## config.mk

```make
export PLATFORM = sky130hd
export DESIGN_NAME = restore_sequencer
export DESIGN_NICKNAME = d
export VERILOG_FILES = /design/src/rtl/restore_sequencer.sv
export SDC_FILE = /design/constraint.sdc
export NUM_CORES = 1
export LEC_CHECK = 0
export BUFFER_PORTS_ARGS = -buffer_cell sky130_fd_sc_hd__buf_2
export CORE_ASPECT_RATIO = 0.6
export CORE_MARGIN = 4
export CORE_UTILIZATION = 45
export CTS_BUF_LIST = sky130_fd_sc_hd__clkbuf_4
export CTS_CLUSTER_DIAMETER = 60
export DETAILED_ROUTE_END_ITERATION = 8
export HOLD_SLACK_MARGIN = 0.15
export PLACE_DENSITY = 0.79
export SETUP_SLACK_MARGIN = 0.3
export SLEW_MARGIN = 10
export SYNTH_ARGS = -nofsm -noshare
export SYNTH_HDL_FRONTEND = slang
export SYNTH_SLANG_ARGS = --single-unit
```

## constraint.sdc

```tcl
create_clock -name clk_i -period 2 [get_ports clk_i]
set_input_delay 0.4 -clock clk_i [delete_from_list [all_inputs] [get_ports clk_i]]
set_output_delay 0.4 -clock clk_i [all_outputs]
set_load 0.02 [all_outputs]
```

## src/rtl/restore_sequencer.sv

```systemverilog
// Recovery controller behind commit: stall, flush, clear map table,
// redirect fetch with ack handshake, drain, then release commit.
module restore_sequencer #(
    parameter int PC_W         = 64,
    parameter int DRAIN_CYCLES = 2,
    parameter int ACK_TIMEOUT  = 16,
    parameter int CNT_W        = 16
) (
    input  logic             clk_i,
    input  logic             reset_i,
    input  logic             restoreReq_i,
    input  logic [PC_W-1:0]  restorePoint_i,
    input  logic             fetchAck_i,
    output logic             busy_o,
    output logic             commitStall_o,
    output logic             flushAll_o,
    output logic             mapClearAll_o,
    output logic             fetchRedirect_o,
    output logic [PC_W-1:0]  fetchRedirectPC_o,
    output logic [CNT_W-1:0] restoreCount_o,
    output logic             timeoutErr_o
);

    localparam int DW = (DRAIN_CYCLES > 1) ? $clog2(DRAIN_CYCLES + 1) : 1;
    localparam int TW = $clog2(ACK_TIMEOUT + 1);

    typedef enum logic [2:0] {
        IDLE,
        FLUSH,
        CLEAR,
        REDIRECT,
        DRAIN
    } state_t;

    state_t            state;
    state_t            state_next;
    logic [PC_W-1:0]   pc_reg;
    logic [CNT_W-1:0]  count;
    logic [DW-1:0]     drain_cnt;
    logic [TW-1:0]     tmr;
    logic              timeout_err;

    always_ff @(posedge clk_i) begin
        if (reset_i) begin
            state <= IDLE;
        end else begin
            state <= state_next;
        end
    end

    always_comb begin
        state_next = state;
        unique case (state)
            IDLE: begin
                if (restoreReq_i) begin
                    state_next = FLUSH;
                end
            end
            FLUSH: state_next = CLEAR;
            CLEAR: state_next = REDIRECT;
            REDIRECT: begin
                if (fetchAck_i) begin
                    state_next = (DRAIN_CYCLES == 0) ? IDLE : DRAIN;
                end
            end
            DRAIN: begin
                if (drain_cnt <= DW'(1)) begin
                    state_next = IDLE;
                end
            end
            default: state_next = IDLE;
        endcase
    end

    // Datapath: latched PC, saturating counters and the sticky timeout flag
    always_ff @(posedge clk_i) begin
        if (reset_i) begin
            pc_reg      <= '0;
            count       <= '0;
            drain_cnt   <= '0;
            tmr         <= '0;
            timeout_err <= 1'b0;
        end else begin
            if (state == IDLE && restoreReq_i) begin
                pc_reg <= restorePoint_i;
                if (count != {CNT_W{1'b1}}) begin
                    count <= count + CNT_W'(1);
                end
            end
            if (state == CLEAR) begin
                tmr <= '0;
            end
            if (state == REDIRECT) begin
                if (fetchAck_i) begin
                    drain_cnt <= DW'(DRAIN_CYCLES);
                end else if (tmr != TW'(ACK_TIMEOUT)) begin
                    tmr <= tmr + TW'(1);
                    if (tmr + TW'(1) == TW'(ACK_TIMEOUT)) begin
                        timeout_err <= 1'b1;
                    end
                end
            end
            if (state == DRAIN) begin
                drain_cnt <= drain_cnt - DW'(1);
            end
        end
    end

    always_comb begin
        busy_o          = 1'b0;
        commitStall_o   = 1'b0;
        flushAll_o      = 1'b0;
        mapClearAll_o   = 1'b0;
        fetchRedirect_o = 1'b0;
        if (state != IDLE) begin
            busy_o        = 1'b1;
            commitStall_o = 1'b1;
        end
        unique case (state)
            FLUSH:    flushAll_o      = 1'b1;
            CLEAR:    mapClearAll_o   = 1'b1;
            REDIRECT: fetchRedirect_o = 1'b1;
            default:  ;
        endcase
    end

    assign fetchRedirectPC_o = pc_reg;
    assign restoreCount_o    = count;
    assign timeoutErr_o      = timeout_err;

endmodule
```

==> flow_summary.ini, run 1 <==
[grt]
number_of_global_route_vias_before_repair = 3765
grt.overflow.total = 0
grt_first_pass_wirelength_um = 17600
antenna_found_initial = 0
maximum_number_of_pins_on_one_net_before_global_route_repair = 66
grt_util_all_layers = 0.217

[layout]
fin_nets = 724
num-fill-cells = 608
layout-drive-gt1-share = 0.385
layout.cells.most_common_list = sky130_fd_sc_hd__buf_2 (149), sky130_fd_sc_hd__nand2_1 (133), sky130_fd_sc_hd__dfxtp_1 (81)
final_common_cell = sky130_fd_sc_hd__buf_2
insertedDiodeCount = 0
area_delta_synth_final_pct = 49.0

[yosys]
syn_nets = 528
ys_warn_count = 0
synth_edf_count = 0
synthArstFlopShare = 0
synthCells = 455
post_synth_num_cell_types = 48
post_synth_instance_area_um2 = 3680
seq_area_frac_synth = 0.495
dominantRegCellSynth = sky130_fd_sc_hd__dfxtp_1
synth-seq-cells = 91
mean_cell_area_of_the_mapped_netlist_um2 = 8.10

[hold_path]
worst_hold_path.num_cells = 3
holdPathEnd = fetchRedirectPC_o[51]$_SDFFE_PP0P_
hold_path.class = in2reg
hold_path.startpoint = restorePoint_i[51]

[cts]
clk_latency_ns = 0.45
cts_sinks = 91
cts_inserted_buffers = 9
cts_tree = yes
htreeDepth = 3
root_buffer = sky130_fd_sc_hd__clkbuf_4
path_clk_slew_ns = 0.14
cts_max_path_buffers = 2

[floorplan]
fp.coreArea_um2 = 7910
die_boundary_height_um = 78.1
total_die_area_um2 = 9740
top_level_i_o_count = 154
chipWidth_um = 125
fp-row-count = 25
floorplan.initialDensity = 0.465

[routing]
vias_per_cell = 5.22
dr_total_vias = 3985
drt_drc_violations_left = 0
dr.pass1.iters = 5
drt_iter0_drc = 234
postRouteAntennaNets = 0
wl_um = 12100
routedWlPerCell_um = 15.8

[timing]
final.period_utilization = 0.946
hold_violations = 0
worst_clock_skew_ns = 0.0145
setup_viol_count_final = 0
timing.slew.headroom = 0.704
grt_setup_unrepaired = yes
layout_setup_ws_ns = 0.108
setup_tns_ns = 0
tightest_slew_ns = 0.444
finalHoldWorstSlack_ns = 0.173
final-max-slew-violation-count = 0
post-route-min-period_ns = 1.89
clock.fmax_mhz = 529

[setup_path]
worst_reg_to_reg_setup_slack_ns = 0.11
cp.arrival_ns = 2.28
worst_path_largest_cell_delay_ns = 0.62
worstPathRequired_ns = 2.39
crit_path_cell_trace = buf_6 > or4b_4 > buf_4 > or4_4 > a21oi_2
worstReg2RegEnd = restoreCount_o[6]$_SDFFE_PP0P_
crit_path_end_kind = register
critPathSlowestCell = sky130_fd_sc_hd__or4b_4
timing.rr.start = state[2]$_SDFFE_PP0P_
timing_worst_setup_path_type = reg2reg
worst_setup_path_startpoint = state[2]$_SDFFE_PP0P_
peak_fanout_along_the_critical_path = 6
cells_on_worst_reg2reg_path = 5
setup.worst_path.start_class = register

[pwr]
cell_pwr_density_nw_per_um2 = 761
peakVddDrop_v = 0.000546
leakage_uw = 0.00248

[status]
run_status = complete, no violations

[placement]
place_ws_ns = 0.0707
post-dp-hpwl_um = 7250
port_buffers = 153
place.gp.congestion = 0.824

[run]
max_cap_viol_count = 0
-- worst max-delay path, delay by kind of cell, from the launching register on --
kind	cells	cell delay, ns
simple gates	2	1.04
flops	1	0.38
buf+inv	2	0.30
compound gates	1	0.12
-- state kept, by name, indices dropped and copies added (netlist names) --
signal / count
restoreCount_o: 16
timeoutErr_o: 1
tmr: 5
state: 3
fetchRedirectPC_o: 64
drain_cnt: 2
-- worst max path at each step --
stage	to	slack, ns	cells after the start
2_1_floorplan	restoreCount_o[8]$_SDFFE_PP0P_	0.28	5
3_3_place_gp	restoreCount_o[14]$_SDFFE_PP0P_	0.17	5
3_5_place_dp	restoreCount_o[14]$_SDFFE_PP0P_	0.07	5
4_1_cts	busy_o	0.11	3
5_1_grt	restoreCount_o[14]$_SDFFE_PP0P_	0.05	5
6_report	restoreCount_o[6]$_SDFFE_PP0P_	0.11	5
-- routing by layer --
metal | vias up | GRT usage | routed length [µm]
met5 | - | 0 | 0
met4 | 0 | 0.0689 | 239
met3 | 24 | 0.0986 | 1010
met2 | 160 | 0.372 | 5590
met1 | 1853 | 0.244 | 5240
li1 | 1948 | - | -
-- Yosys cell counts (3+ instances only) --
master / number / share of area
sky130_fd_sc_hd__buf_2: 3 / 0.0041
sky130_fd_sc_hd__ha_1: 5 / 0.017
sky130_fd_sc_hd__and3_1: 4 / 0.0068
sky130_fd_sc_hd__nand2_1: 134 / 0.14
sky130_fd_sc_hd__buf_1: 6 / 0.0061
sky130_fd_sc_hd__clkbuf_1: 19 / 0.019
sky130_fd_sc_hd__nor2b_1: 4 / 0.0068
sky130_fd_sc_hd__nand4_1: 9 / 0.015
sky130_fd_sc_hd__or3_1: 8 / 0.014
sky130_fd_sc_hd__nor2_1: 10 / 0.010
sky130_fd_sc_hd__nand3_1: 7 / 0.0095
sky130_fd_sc_hd__nor3b_1: 3 / 0.0061
sky130_fd_sc_hd__o21ai_0: 7 / 0.0095
sky130_fd_sc_hd__a31oi_1: 6 / 0.010
sky130_fd_sc_hd__and2_1: 3 / 0.0051
sky130_fd_sc_hd__nand2b_1: 3 / 0.0051
sky130_fd_sc_hd__inv_1: 9 / 0.0092
sky130_fd_sc_hd__nor3_1: 5 / 0.0068
sky130_fd_sc_hd__a21oi_1: 80 / 0.11
sky130_fd_sc_hd__dfxtp_1: 91 / 0.49
sky130_fd_sc_hd__o31ai_1: 4 / 0.0082
-- per-stage QoR --
step / total power [µW] / std cells / instance area (µm²) / utilization
floorplan: 2410 / 455 / 3740 / -
global placement: 2630 / 701 / 4630 / 0.586
detailed placement: 2660 / 701 / 4630 / 0.586
CTS: 4080 / 741 / 5130 / 0.648
global route: 4360 / 763 / 5490 / 0.694
finish: 4180 / 763 / 5490 / 0.694
-- repair_timing --
| action | 4_1_cts | 5_1_grt |
|---|---|---|
| resized for setup | 20 | 33 |
| gates cloned | 0 | 7 |
| hold buffers | 11 | 4 |
| hold endpoints to repair | 11 | 4 |
| endpoints found under the setup margin | 12 | 83 |
| buffers inserted | 14 | 11 |
| pin swaps | 10 | 13 |
-- cell type report --
cell class | instances | area (µm²) | area share
sequential | 91 | 1840 | 0.336
inverter | 9 | 33.8 | 0.00615
clock buffer | 10 | 75.1 | 0.0137
multi-input combinational | 325 | 1830 | 0.333
tap | 108 | 135 | 0.0246
clock inverter | 5 | 126 | 0.0230
timing repair buffer | 215 | 1450 | 0.264
-- cell families after synthesis --
logic type / after synthesis / share of synthesized area
and+or+nand+nor: 206 / 0.270
AOI/OAI and AO/OA: 110 / 0.165
DFF: 91 / 0.495
buffers and inverters: 39 / 0.0428
adders and majority gates: 5 / 0.0170
muxes: 3 / 0.00883
xor gates and xnor gates: 1 / 0.00238
-- where the power goes --
group | total (µW) | internal [µW] | switching, µW | leakage [µW]
Clock | 1370 | 767 | 599 | 0.000107
Combinational | 843 | 358 | 485 | 0.00163
Sequential | 1970 | 1910 | 55.0 | 0.000748
Total | 4180 | 3040 | 1140 | 0.00248
Power figures use the tool's default switching activity.
==> run 2, diff against run 1 <==
==> constraint.sdc (replaced) <==
create_clock -name clk_i -period 2 [get_ports clk_i]
set_input_delay 0.6 -clock clk_i [delete_from_list [all_inputs] [get_ports clk_i]]
set_output_delay 0.6 -clock clk_i [all_outputs]
set_load 0.02 [all_outputs]
==> run 2 against run 1 <==
Against the previous run: the run now ends with negative setup slack left; clock power shrank 8%; cell count shrank 0.39%; maximum frequency shrank 8.2%; critical path type is now reg2out.
==> flow_summary.ini, run 2 (synthesis results as in run 1) <==
[status]
run_status = finished with violations
failed_checks = negative setup slack

[layout]
fin_nets = 720
number_of_flip_flops_under_the_largest_register_name = 64
footprint_of_the_multi_input_gates_um2 = 2430
utilization = 0.780
final_cell_area_um2 = 6180
final_common_cell = sky130_fd_sc_hd__buf_2
layout.cells.most_common_list = sky130_fd_sc_hd__buf_2 (146), sky130_fd_sc_hd__nand2_1 (81), sky130_fd_sc_hd__dfxtp_1 (71)
num-fill-cells = 536
insertedDiodeCount = 0
register_area_um2 = 1880
layout-drive-gt1-share = 0.580
area_delta_synth_final_pct = 67.7
stdcell_count = 760

[cts]
clk_latency_ns = 0.45
cts_inserted_buffers = 9
cts_sinks = 91
htreeDepth = 3
cts_max_path_buffers = 2
cts_tree = yes
path_clk_slew_ns = 0.14
root_buffer = sky130_fd_sc_hd__clkbuf_4

[grt]
grt.overflow.total = 0
grt_first_pass_wirelength_um = 18600
grt_util_all_layers = 0.231
antenna_found_initial = 0
maximum_number_of_pins_on_one_net_before_global_route_repair = 55
number_of_global_route_vias_before_repair = 3865

[floorplan]
floorplan.initialDensity = 0.465
chipWidth_um = 125
fp-row-count = 25
total_die_area_um2 = 9740
fp.coreArea_um2 = 7910
die_boundary_height_um = 78.1
top_level_i_o_count = 154

[setup_path]
crit_path_end_kind = output pin
worstPathRequired_ns = 1.40
crit_path_cell_trace = buf_12 > or3_4 > buf_6
timing_worst_setup_path_type = reg2out
critPathSlowestCell = sky130_fd_sc_hd__dfxtp_2
worst_reg_to_reg_setup_slack_ns = -0.05
setup.worst_path.start_class = register
peak_fanout_along_the_critical_path = 13
cp.arrival_ns = 1.46
worst_path_largest_cell_delay_ns = 0.37
cells_on_worst_reg2reg_path = 8

[hold_path]
worst_hold_path.num_cells = 3
hold_path.class = in2reg

[routing]
drt_drc_violations_left = 0
wl_um = 13000
dr.pass1.iters = 5
postRouteAntennaNets = 0
drt_iter0_drc = 274
dr_total_vias = 4120
vias_per_cell = 5.42
routedWlPerCell_um = 17.2

[pwr]
p_comb_frac = 0.257
net-switching-power_uw = 1310
sequentialPowerShare = 0.453
cell_pwr_density_nw_per_um2 = 701
power.share.clock = 0.290
power.share.switching = 0.302
peakVddDrop_v = 0.000480
leakage_uw = 0.00286
p_int_uw = 3020

[placement]
place.gp.congestion = 0.804
port_buffers = 153
post-dp-hpwl_um = 7280
place.detailed.instances = 703
placed_instance_area_um2 = 4660

[timing]
grt_setup_unrepaired = yes
hold_violations = 0
worst_clock_skew_ns = 0.00970
post-route-min-period_ns = 2.06
clock.fmax_mhz = 485
final-max-slew-violation-count = 0
final.period_utilization = 1.03
layout_setup_ws_ns = -0.0605
tightest_slew_ns = 0.475
setup_viol_count_final = 4
timing.slew.headroom = 0.683

[run]
max_cap_viol_count = 0
==> run 2: changes by cell type in the layout (fill, tap and decap cells not counted), sizes merged <==
cell / delta
clkbuf: +3
buf: +8
clkinvlp: +1
clkinv: +2
bufinv: -1
inv: -1
dlygate4sd3: -15
==> run 2: power by group through the flow <==
| stage | logic, µW | clock network, µW | registers, µW |
|---|---|---|---|
| floorplan | 306 | 0 | 2130 |
| global placement | 646 | 0 | 2010 |
| detailed placement | 665 | 0 | 2010 |
| CTS | 872 | 1280 | 1970 |
| global route | 1190 | 1360 | 1970 |
| finish | 1110 | 1260 | 1960 |
==> run 2: path summary, 6_finish.rpt <==
path | start | to
max | state[2]$_SDFFE_PP0P_ | commitStall_o
min reg2reg | fetchRedirectPC_o[11]$_SDFFE_PP0P_ | fetchRedirectPC_o[11]$_SDFFE_PP0P_
min | restorePoint_i[33] | fetchRedirectPC_o[33]$_SDFFE_PP0P_
max reg2reg | state[1]$_SDFFE_PP0P_ | restoreCount_o[9]$_SDFFE_PP0P_
==> run 2: area by class of cell <==
type | count | share of cell area
clock buffer | 10 | 0.0122
clock inverter | 6 | 0.0170
inverter | 9 | 0.00547
multi-input combinational | 325 | 0.393
sequential | 91 | 0.304
tap | 108 | 0.0219
timing repair buffer | 211 | 0.246
==> run 2: repair_timing <==
action | in CTS | in global routing
endpoints found under the setup margin | 22 | 102
gates resized for setup | 164 | 82
buffers inserted | 14 | 18
pin swaps | 126 | 70
gates cloned | 0 | 9
hold buffers | 0 | 0
==> run 2: worst max-delay path: cells and delay by family (launching register included) <==
kind / cells / cell delay, ns
DFF: 1 / 0.37
buffers and inverters: 2 / 0.29
and+or+nand+nor: 1 / 0.35
==> run 2: through the flow <==
step / setup WS [ns] / power (µW) / hold slack [ns] / TNS, ns
6_report: -0.0605 / 4330 / 0.364 / -0.210
5_1_grt: -0.190 / 4520 / 0.339 / -0.924
4_1_cts: -0.0835 / 4120 / 0.344 / -0.228
3_5_place_dp: -0.0316 / 2680 / 0.444 / -0.0596
3_3_place_gp: -0.0127 / 2650 / 0.439 / -0.0127
2_1_floorplan: 0.0761 / 2430 / 0.484 / 0
==> run 2: layer usage <==
| layer | vias to the layer above | GRT usage | wire length [µm] |
|---|---|---|---|
| met2 | 153 | 0.377 | 6490 |
| met4 | 0 | 0.0481 | 112 |
| met3 | 13 | 0.0938 | 948 |
| li1 | 1947 | - | - |
| met5 | - | 0 | 0 |
| met1 | 2007 | 0.291 | 5480 |
